--- src/rtl/jstk2_pkg.sv ---
// Shared constants and types for the JSTK2 SPI joystick masters and the responder.
// Frame layout helper: X, Y and button bytes as the joystick reports them.
package jstk2_pkg;

  localparam int FRAME_BYTES_DEF = 5;
  localparam int JSTK_BITS       = 40;
  localparam logic [7:0] CMD_SET_LED = 8'h84;

  // Byte positions within the transmit frame
  localparam int BYTE_X_LO = 0;
  localparam int BYTE_X_HI = 1;
  localparam int BYTE_Y_LO = 2;
  localparam int BYTE_Y_HI = 3;
  localparam int BYTE_BTN  = 4;

  // Byte positions within the received set-LED command
  localparam int BYTE_CMD   = 0;
  localparam int BYTE_LED_R = 1;
  localparam int BYTE_LED_G = 2;
  localparam int BYTE_LED_B = 3;

  typedef enum logic [1:0] {IDLE, SHIFT, END} state_t;

  function automatic logic [JSTK_BITS-1:0] build_frame(input logic [9:0] x,
                                                       input logic [9:0] y,
                                                       input logic [1:0] btn);
    logic [JSTK_BITS-1:0] f;
    f = '0;
    f[JSTK_BITS-1-8*BYTE_X_LO -: 8] = x[7:0];
    f[JSTK_BITS-1-8*BYTE_X_HI -: 8] = {6'b0, x[9:8]};
    f[JSTK_BITS-1-8*BYTE_Y_LO -: 8] = y[7:0];
    f[JSTK_BITS-1-8*BYTE_Y_HI -: 8] = {6'b0, y[9:8]};
    f[JSTK_BITS-1-8*BYTE_BTN  -: 8] = {6'b0, btn};
    return f;
  endfunction

endpackage

--- src/rtl/jstk2_spi_responder_if.sv ---
// SPI pin bundle between a JSTK2 master and the responder.
interface jstk2_spi_responder_if;
  logic SCLK;
  logic SS;
  logic MOSI;
  logic MISO;

  modport master (output SCLK, output SS, output MOSI, input MISO);
  modport slave  (input SCLK, input SS, input MOSI, output MISO);
endinterface

--- src/rtl/spi_sync_edge.sv ---
// Multi-flop synchronizer for an asynchronous pin with registered rise/fall pulses.
module spi_sync_edge #(
  parameter int SYNC_STAGES = 2
) (
  input  logic clk,
  input  logic rst,
  input  logic din,
  output logic rise,
  output logic fall
);

  logic [SYNC_STAGES-1:0] sync_q;
  logic                   prev_q;

  // Reset to 0 so a pin already low when reset releases never looks like a fresh falling edge
  always_ff @(posedge clk or posedge rst) begin
    if (rst) begin
      sync_q <= '0;
      prev_q <= 1'b0;
      rise   <= 1'b0;
      fall   <= 1'b0;
    end else begin
      sync_q <= {sync_q[SYNC_STAGES-2:0], din};
      prev_q <= sync_q[SYNC_STAGES-1];
      rise   <= sync_q[SYNC_STAGES-1] & ~prev_q;
      fall   <= ~sync_q[SYNC_STAGES-1] & prev_q;
    end
  end

endmodule

--- src/rtl/jstk2_spi_responder.sv ---
// PmodJSTK2 emulator: SPI mode-0 slave reporting X/Y/buttons and decoding set-LED.
module jstk2_spi_responder
  import jstk2_pkg::*;
#(
  parameter int SYNC_STAGES = 2,
  parameter int FRAME_BYTES = FRAME_BYTES_DEF
) (
  input  logic                  clk,
  input  logic                  rst,
  jstk2_spi_responder_if.slave  spi,
  input  logic [9:0]            x_pos,
  input  logic [9:0]            y_pos,
  input  logic [1:0]            buttons,
  output logic [23:0]           led_rgb,
  output logic                  led_valid,
  output logic                  frame_done,
  output logic                  frame_err
);

  localparam int FRAME_BITS = FRAME_BYTES * 8;
  localparam int CNT_W      = $clog2(FRAME_BITS + 1);
  localparam int RX_BITS    = 8 * (BYTE_LED_B + 1);

  state_t                 state, state_nxt;
  logic                   sclk_rise, sclk_fall, ss_rise, ss_fall;
  logic [SYNC_STAGES-1:0] mosi_q;
  logic                   mosi_s, ss_pend, start, cnt_full, is_led_cmd, miso_d;
  logic [FRAME_BITS-1:0]  tx_sr, tx_load;
  logic [RX_BITS-1:0]     rx_sr;
  logic [CNT_W-1:0]       bit_cnt;

  spi_sync_edge #(.SYNC_STAGES(SYNC_STAGES)) u_sclk (
    .clk(clk), .rst(rst), .din(spi.SCLK), .rise(sclk_rise), .fall(sclk_fall));
  spi_sync_edge #(.SYNC_STAGES(SYNC_STAGES)) u_ss (
    .clk(clk), .rst(rst), .din(spi.SS), .rise(ss_rise), .fall(ss_fall));

  assign mosi_s     = mosi_q[SYNC_STAGES-1];
  assign start      = ss_fall | ss_pend;
  assign cnt_full   = (bit_cnt == CNT_W'(FRAME_BITS));
  assign is_led_cmd = (rx_sr[RX_BITS-1-8*BYTE_CMD -: 8] == CMD_SET_LED);

  always_comb begin
    tx_load = '0;
    tx_load[FRAME_BITS-1 -: JSTK_BITS] = build_frame(x_pos, y_pos, buttons);
  end

  always_ff @(posedge clk or posedge rst) begin
    if (rst) state <= IDLE;
    else     state <= state_nxt;
  end

  always_comb begin
    state_nxt = state;
    case (state)
      IDLE:    if (start) state_nxt = SHIFT;
      SHIFT:   if (ss_rise) state_nxt = END;
      END:     state_nxt = IDLE;
      default: state_nxt = IDLE;
    endcase
  end

  always_comb begin
    miso_d     = 1'b0;
    frame_done = 1'b0;
    frame_err  = 1'b0;
    led_valid  = 1'b0;
    case (state)
      SHIFT:   miso_d = tx_sr[FRAME_BITS-1];
      END: begin
        if (cnt_full) begin
          frame_done = 1'b1;
          led_valid  = is_led_cmd;
        end else begin
          frame_err  = 1'b1;
        end
      end
      default: ;
    endcase
  end

  assign spi.MISO = miso_d;

  // SCLK edges are applied even in the cycle SS rises, so a late last bit still counts
  always_ff @(posedge clk or posedge rst) begin
    if (rst) begin
      mosi_q  <= '0;
      ss_pend <= 1'b0;
      tx_sr   <= '0;
      rx_sr   <= '0;
      bit_cnt <= '0;
      led_rgb <= '0;
    end else begin
      mosi_q  <= {mosi_q[SYNC_STAGES-2:0], spi.MOSI};
      ss_pend <= (state == END) && ss_fall;
      case (state)
        IDLE: if (start) begin
          tx_sr   <= tx_load;
          rx_sr   <= '0;
          bit_cnt <= '0;
        end
        SHIFT: begin
          if (sclk_rise && !cnt_full) begin
            bit_cnt <= bit_cnt + CNT_W'(1);
            if (bit_cnt < CNT_W'(RX_BITS)) rx_sr <= {rx_sr[RX_BITS-2:0], mosi_s};
          end
          if (sclk_fall) tx_sr <= tx_sr << 1;
        end
        END: if (cnt_full && is_led_cmd)
          led_rgb <= {rx_sr[RX_BITS-1-8*BYTE_LED_R -: 8],
                      rx_sr[RX_BITS-1-8*BYTE_LED_G -: 8],
                      rx_sr[RX_BITS-1-8*BYTE_LED_B -: 8]};
        default: ;
      endcase
    end
  end

endmodule
--- src/flat_wrapper.sv ---
// flat-port wrapper written by rule: the top's interface ports become plain ports
module jstk2_spi_responder_flat import jstk2_pkg::*;
#(
  parameter int SYNC_STAGES = 2,
  parameter int FRAME_BYTES = FRAME_BYTES_DEF
)
  (clk, rst, x_pos, y_pos, buttons, led_rgb, led_valid, frame_done, frame_err, spi_SCLK, spi_SS, spi_MOSI, spi_MISO);
  jstk2_spi_responder_if spi_i ();
  input  logic clk;
  input  logic rst;
  input  logic [9:0] x_pos;
  input  logic [9:0] y_pos;
  input  logic [1:0] buttons;
  output logic [23:0] led_rgb;
  output logic led_valid;
  output logic frame_done;
  output logic frame_err;
  input wire logic [$bits(spi_i.SCLK)-1:0] spi_SCLK;
  input wire logic [$bits(spi_i.SS)-1:0] spi_SS;
  input wire logic [$bits(spi_i.MOSI)-1:0] spi_MOSI;
  output wire logic [$bits(spi_i.MISO)-1:0] spi_MISO;
  assign spi_i.SCLK = spi_SCLK;
  assign spi_i.SS = spi_SS;
  assign spi_i.MOSI = spi_MOSI;
  assign spi_MISO = spi_i.MISO;
  jstk2_spi_responder #(.SYNC_STAGES(SYNC_STAGES), .FRAME_BYTES(FRAME_BYTES)) u_core (.clk(clk), .rst(rst), .spi(spi_i), .x_pos(x_pos), .y_pos(y_pos), .buttons(buttons), .led_rgb(led_rgb), .led_valid(led_valid), .frame_done(frame_done), .frame_err(frame_err));
endmodule
--- config.mk ---
export PLATFORM = sky130hd
export DESIGN_NAME = jstk2_spi_responder_flat
export DESIGN_NICKNAME = d
export VERILOG_FILES = /design/src/rtl/jstk2_pkg.sv /design/src/rtl/jstk2_spi_responder_if.sv /design/src/rtl/spi_sync_edge.sv /design/src/rtl/jstk2_spi_responder.sv /design/src/flat_wrapper.sv
export SDC_FILE = /design/constraint.sdc
export NUM_CORES = 1
export LEC_CHECK = 0
export CAP_MARGIN = 20
export CORE_MARGIN = 5
export CORE_UTILIZATION = 25
export CTS_CLUSTER_SIZE = 8
export DETAILED_ROUTE_END_ITERATION = 8
export PLACE_DENSITY = 0.4
export SYNTH_ARGS = -nofsm -noshare
export SYNTH_HDL_FRONTEND = slang
export SYNTH_SLANG_ARGS = --single-unit
export TNS_END_PERCENT = 30
--- constraint.sdc ---
create_clock -name clk -period 5.6 [get_ports clk]
set_clock_uncertainty 0.05 [all_clocks]
set_input_delay 1.68 -clock clk [delete_from_list [all_inputs] [get_ports clk]]
set_output_delay 1.68 -clock clk [all_outputs]
set_load 0.01 [all_outputs]
After elaboration in Yosys (flattened, before gate mapping)
Cells that the tools add are included.
{ "op_classes": {"eq_ne": 9, "magnitude_cmp": 1, "add_sub_neg": 1, "bitwise_logic": 9, "muxes": 20, "n_reduce_logical": 11} }
{ "ops": {"columns": ["operator", "n"], "rows": [
  ["$mux 32", 3],
  ["$mux 40", 2],
  ["$pmux 40 s2", 1],
  ["$pmux 32 s2", 1],
  ["$mux 6", 2],
  ["$pmux 6 s2", 1],
  ["$eq 8x8->1 const B", 1],
  ["$mux 1", 7],
  ["$add 6x1->6 const B", 1],
  ["$eq 6x6->1 const B", 1],
  ["$lt 6x6->1 const B", 1],
  ["$ne 2x1->1 const B", 3],
  ["$reduce_and 3->1", 2],
  ["$and 1x1->1", 4],
  ["$mux 2", 2],
  ["$ne 2x2->1 const B", 2],
  ["$not 1->1", 4],
  ["$pmux 2 s2", 1],
  ["$reduce_and 2->1", 2],
  ["$reduce_and 4->1", 1],
  ["$logic_and 1x1->1", 3],
  ["$eq 2x1->1 const B", 1],
  ["$eq 2x2->1 const B", 1],
  ["$logic_not 2->1", 1],
  ["other kinds (3)", 3]
]} }
{ "word_totals": {"in_bits": 27, "word_cells": 66, "ff_bits": 117} }

Longest topological paths before layout
{ "depth": {"word_depth": 5, "ltp_mapped": 8} }

Modules after synthesis
From an unflattened synthesis, not the netlist that was laid out.
{ "unflattened": {"hier_cells": 354, "hier_area_um2": 4870.9} }
{ "modules_own_cells": {"columns": ["mod", "area_each_um2", "n_inst", "cells_per_inst"], "rows": [
  ["jstk2_spi_responder", 4583.1, 1, 338],
  ["spi_sync_edge", 143.9, 2, 8]
]} }

Least setup slack after synthesis
OpenSTA, ideal clock, no wires.
{ "synth_path": {"path_type": "register -> output", "from": "reg u_core.bit_cnt[0]", "to": "out led_valid", "stages_incl_launch_ff": 8, "t_arrival_ns": 1.505, "t_required_ns": 3.870, "slack_ns": 2.365, "path_buffers": 2, "cell_sequence": "dfrtp_1 > inv_1 > ha_1 > nand4b_4 > nor3_2 > and3_1 > buf_6 > buf_12"} }
{ "synth_between": {"elab_chain_len": 3} }
{ "synth_rtl": {"columns": ["element", "line_no", "text"], "rows": [
  ["start, declared", "jstk2_spi_responder.sv:30", "logic [CNT_W-1:0] bit_cnt;"],
  ["start signal, assigned", "jstk2_spi_responder.sv:103", "bit_cnt <= bit_cnt + CNT_W'(1);"],
  ["$eq 6x6->1", "jstk2_spi_responder.sv:39", "assign cnt_full = (bit_cnt == CNT_W'(FRAME_BITS));"],
  ["$mux 1", "jstk2_spi_responder.sv:70", "if (cnt_full) begin"],
  ["$mux 1", "jstk2_spi_responder.sv:67", "case (state)"],
  ["end, declared", "flat_wrapper.sv:15", "output logic led_valid;"]
]} }
No other way between the ends.

Worst setup path in the final report
Same ends and word-level chain as after synthesis.

==> key figures <==
Route
  – Vias per std cell: 4.40
  – Wire per inst: 13.8 um
  – Starting DRT DRC Count: 166
  – Final WL: 10.1 mm
  – DRT antenna net count: 0
  – DRC: 0
  – DR pass1 iterations: 4
  – Vias: 3248

Power
  – Design Power: 2.65 mW
  – Pleak: 2.76 nW
  – Worst vdd ir: 0.211 mV
  – Int Power: 1.85 mW
  – Sequential share of power: 40.7%
  – Sw Pwr: 0.793 mW
  – Switching Share: 30.0%
  – Clock network fraction of design power: 41.1%
  – Combinational power share: 18.2%
  – Power Dens Cells: 433 nW/um^2

Worst setup path
  – Worst path required time: 3.87 ns
  – Critical path class: flip-flop to output pin
  – CP Max Fanout: 4
  – Crit end category: output pin
  – R2R setup slack: 3.13 ns
  – Arrival time worst endpoint: 2.40 ns
  – Element type at the critical path start: flip-flop

Placement
  – Port bufs: 54
  – GP Congestion: 0.711
  – DP Wirelength: 6.14 mm

Finish
  – P&R area growth vs syn: 27.4%
  – Share of cells above drive strength 1: 12.5%
  – Fill count: 1885
  – Nets: 520
  – Diodes inserted: 0
  – Fin util: 32.5%

STA
  – RSZ-0062 raised after global routing: false
  – Least-Margin Pin Slew: 0.957 ns
  – Crit share post-route: 73.7%
  – Hold Slack: 0.295 ns
  – Slew headroom: 36.2%
  – Final hold vios: 0
  – Setup_tns: 0 ns
  – Max Fclk: 242 MHz
  – Slew Viols, Final: 0
  – Final setup fails: 0
  – Min Tclk post-route: 4.13 ns

Floorplan
  – Row Count: 50
  – Die area: 22000 um^2
  – Die outline width: 148 um
  – Core ar.: 18800 um^2
  – Die H: 148 um
  – Initial Util: 25.5%
  – # IOs: 55

Synthesis
  – Synth area leaders: dfrtp_1 61%, nand2_1 9.7%, mux2_4 6.0%
  – Commonest cells post-synth: 124 x nand2_1, 117 x dfrtp_1, 27 x nor2_1, 23 x a31oi_1, 23 x o21ai_0
  – Register area share after synthesis: 61.1%
  – FF+latch count, synth: 117
  – Warning count from the yosys run: 0
  – Syn_area_per_cell: 10.8 um^2
  – Post-synthesis cell count: 443
  – Primary FF master, synth: dfrtp_1
  – Synthesized area: 4790 um^2
  – Synth Net Count: 472
  – FFs w/ async S/R, synth: 100%
  – Yosys cell types: 31
  – Yosys top cell by area: dfrtp_1
  – Top cell type's share of synthesized area: 61.1%
  – Most frequent cell after synthesis: nand2_1
  – Number of synthesized flops with an enable pin: 0

Clock tree
  – H-tree depth: 4
  – Worst-path clk slew: 0.05 ns
  – Clock Path Buffers: 2
  – Worst skew pair latency: 0.41 ns
  – CTS tree: done
  – Post-CTS Setup Bufs: 0
  – CTS Sinks: 117
  – # hold bufs at CTS: 0
  – CTS buffer count: 17
  – Clk root buf: clkbuf_16
  – Resize count post-CTS: 0

Run status
  – Status: finished, final reports clean

Global route
  – Initial antenna violation count: 0
  – First-pass GRT wire length: 17.2 mm
  – Vias in the first global route: 3290
  – Largest net degree at the start of global routing: 106
  – GRT Overall Usage: 9.75%
  – Total grt overflow: 0

Flow run
  – Max-cap violations: 0

Worst hold path
  – Worst Hold Class: flip-flop to flip-flop
==> worst max-delay path, cell delays in order (launching register included) <==
cell             delay [ns]
dfrtp_1                0.41
inv_1                  0.11
ha_1                   0.21
nand4b_4               0.14
nor3_2                 0.29
and3_1                 0.27
clkdlybuf4s50_1        0.56
==> worst paths after layout <==
kind                       depth (start not counted)               startpoint                 endpoint
max                                                6        u_core.bit_cnt[0]                led_valid
min                                                0  u_core.u_sclk.sync_q[0]  u_core.u_sclk.sync_q[1]
max reg2reg                                        3          u_core.state[0]         u_core.rx_sr[30]
min reg2reg                                        0  u_core.u_sclk.sync_q[0]  u_core.u_sclk.sync_q[1]
max in group asynchronous                          3                      rst        u_core.bit_cnt[2]
min in group asynchronous                          2                      rst        u_core.led_rgb[5]
==> per-layer routing <==
| layer | part of all wire, % | wire (um) | up-vias | track usage (%) |
|---|---|---|---|---|
| li1 | - | - | 1583 | - |
| met1 | 50 | 5070 | 1579 | 13.0 |
| met2 | 44 | 4470 | 75 | 14.4 |
| met3 | 4.9 | 493 | 11 | 3.87 |
| met4 | 1.2 | 117 | 0 | 3.56 |
| met5 | 0 | 0 | - | 0 |
==> registers in the layout, indices dropped and copies added, names as in the netlist <==
register	flops
u_core.tx_sr	40
u_core.rx_sr	32
u_core.led_rgb	24
u_core.bit_cnt	6
u_core.mosi_q	2
u_core.state	2
u_core.u_sclk.sync_q	2
u_core.u_ss.sync_q	2
u_core.ss_pend	1
u_core.u_sclk.fall	1
u_core.u_sclk.prev_q	1
u_core.u_sclk.rise	1
u_core.u_ss.fall	1
u_core.u_ss.prev_q	1
u_core.u_ss.rise	1
==> layout make-up <==
cell class	instances	area (um^2)	share of cell area, %
Sequential cell	117	2930	47.9
Clock inverter	10	130	2.13
Multi-Input combinational cell	288	1680	27.5
Clock buffer	22	454	7.44
Inverter	8	32.5	0.533
Tap cell	234	293	4.79
Timing Repair Buffer	59	591	9.67
==> cell families (layout without fill, tap and decap cells) <==
group | count (synthesis) | after routing | share of synthesized area, %
adders and majority gates | 2 | 2 | 0.522
AOI/OAI and AO/OA | 66 | 66 | 9.11
and+or+nand+nor | 194 | 194 | 17.6
muxes | 26 | 26 | 7.54
DFF | 117 | 117 | 61.1
buffers and inverters | 38 | 99 | 4.18
==> through the flow <==
step / instance area (um^2) / setup slack (ns) / std cells
finish: 6110 / 1.47 / 738
floorplan: 4790 / 0.769 / 443
global route: 6110 / 1.32 / 738
CTS: 6110 / 1.42 / 738
detailed placement: 5520 / 1.89 / 706
global placement: 5520 / 1.94 / 706
==> cell usage in the layout (no fill, tap or decap), types with 3 or more instances in the layout <==
| cell | netlist | routed |
|---|---|---|
| clkinv_2 | 0 | 5 |
| dfrtp_1 | 117 | 117 |
| clkdlybuf4s50_1 | 0 | 54 |
| o21ai_0 | 23 | 23 |
| a211o_1 | 3 | 3 |
| a31oi_1 | 23 | 23 |
| nand3_1 | 21 | 21 |
| nor2b_1 | 5 | 4 |
| a22o_1 | 11 | 11 |
| nand2_1 | 124 | 124 |
| clkbuf_16 | 0 | 17 |
| nand2b_1 | 5 | 5 |
| bufinv_16 | 0 | 3 |
| nor2_1 | 27 | 27 |
| inv_1 | 8 | 7 |
| mux2_4 | 19 | 19 |
| and2_1 | 3 | 3 |
| clkbuf_1 | 13 | 4 |
| buf_4 | 0 | 4 |
| mux2_2 | 5 | 5 |
==> power by group through the flow <==
stage / clock network, mW / registers, mW / logic, mW
global placement: 0 / 1.08 / 0.484
detailed placement: 0 / 1.09 / 0.490
floorplan: 0 / 1.06 / 0.392
global route: 1.16 / 1.10 / 0.556
finish: 1.09 / 1.08 / 0.482
CTS: 1.12 / 1.08 / 0.493
(Power assumes the default switching activity.)
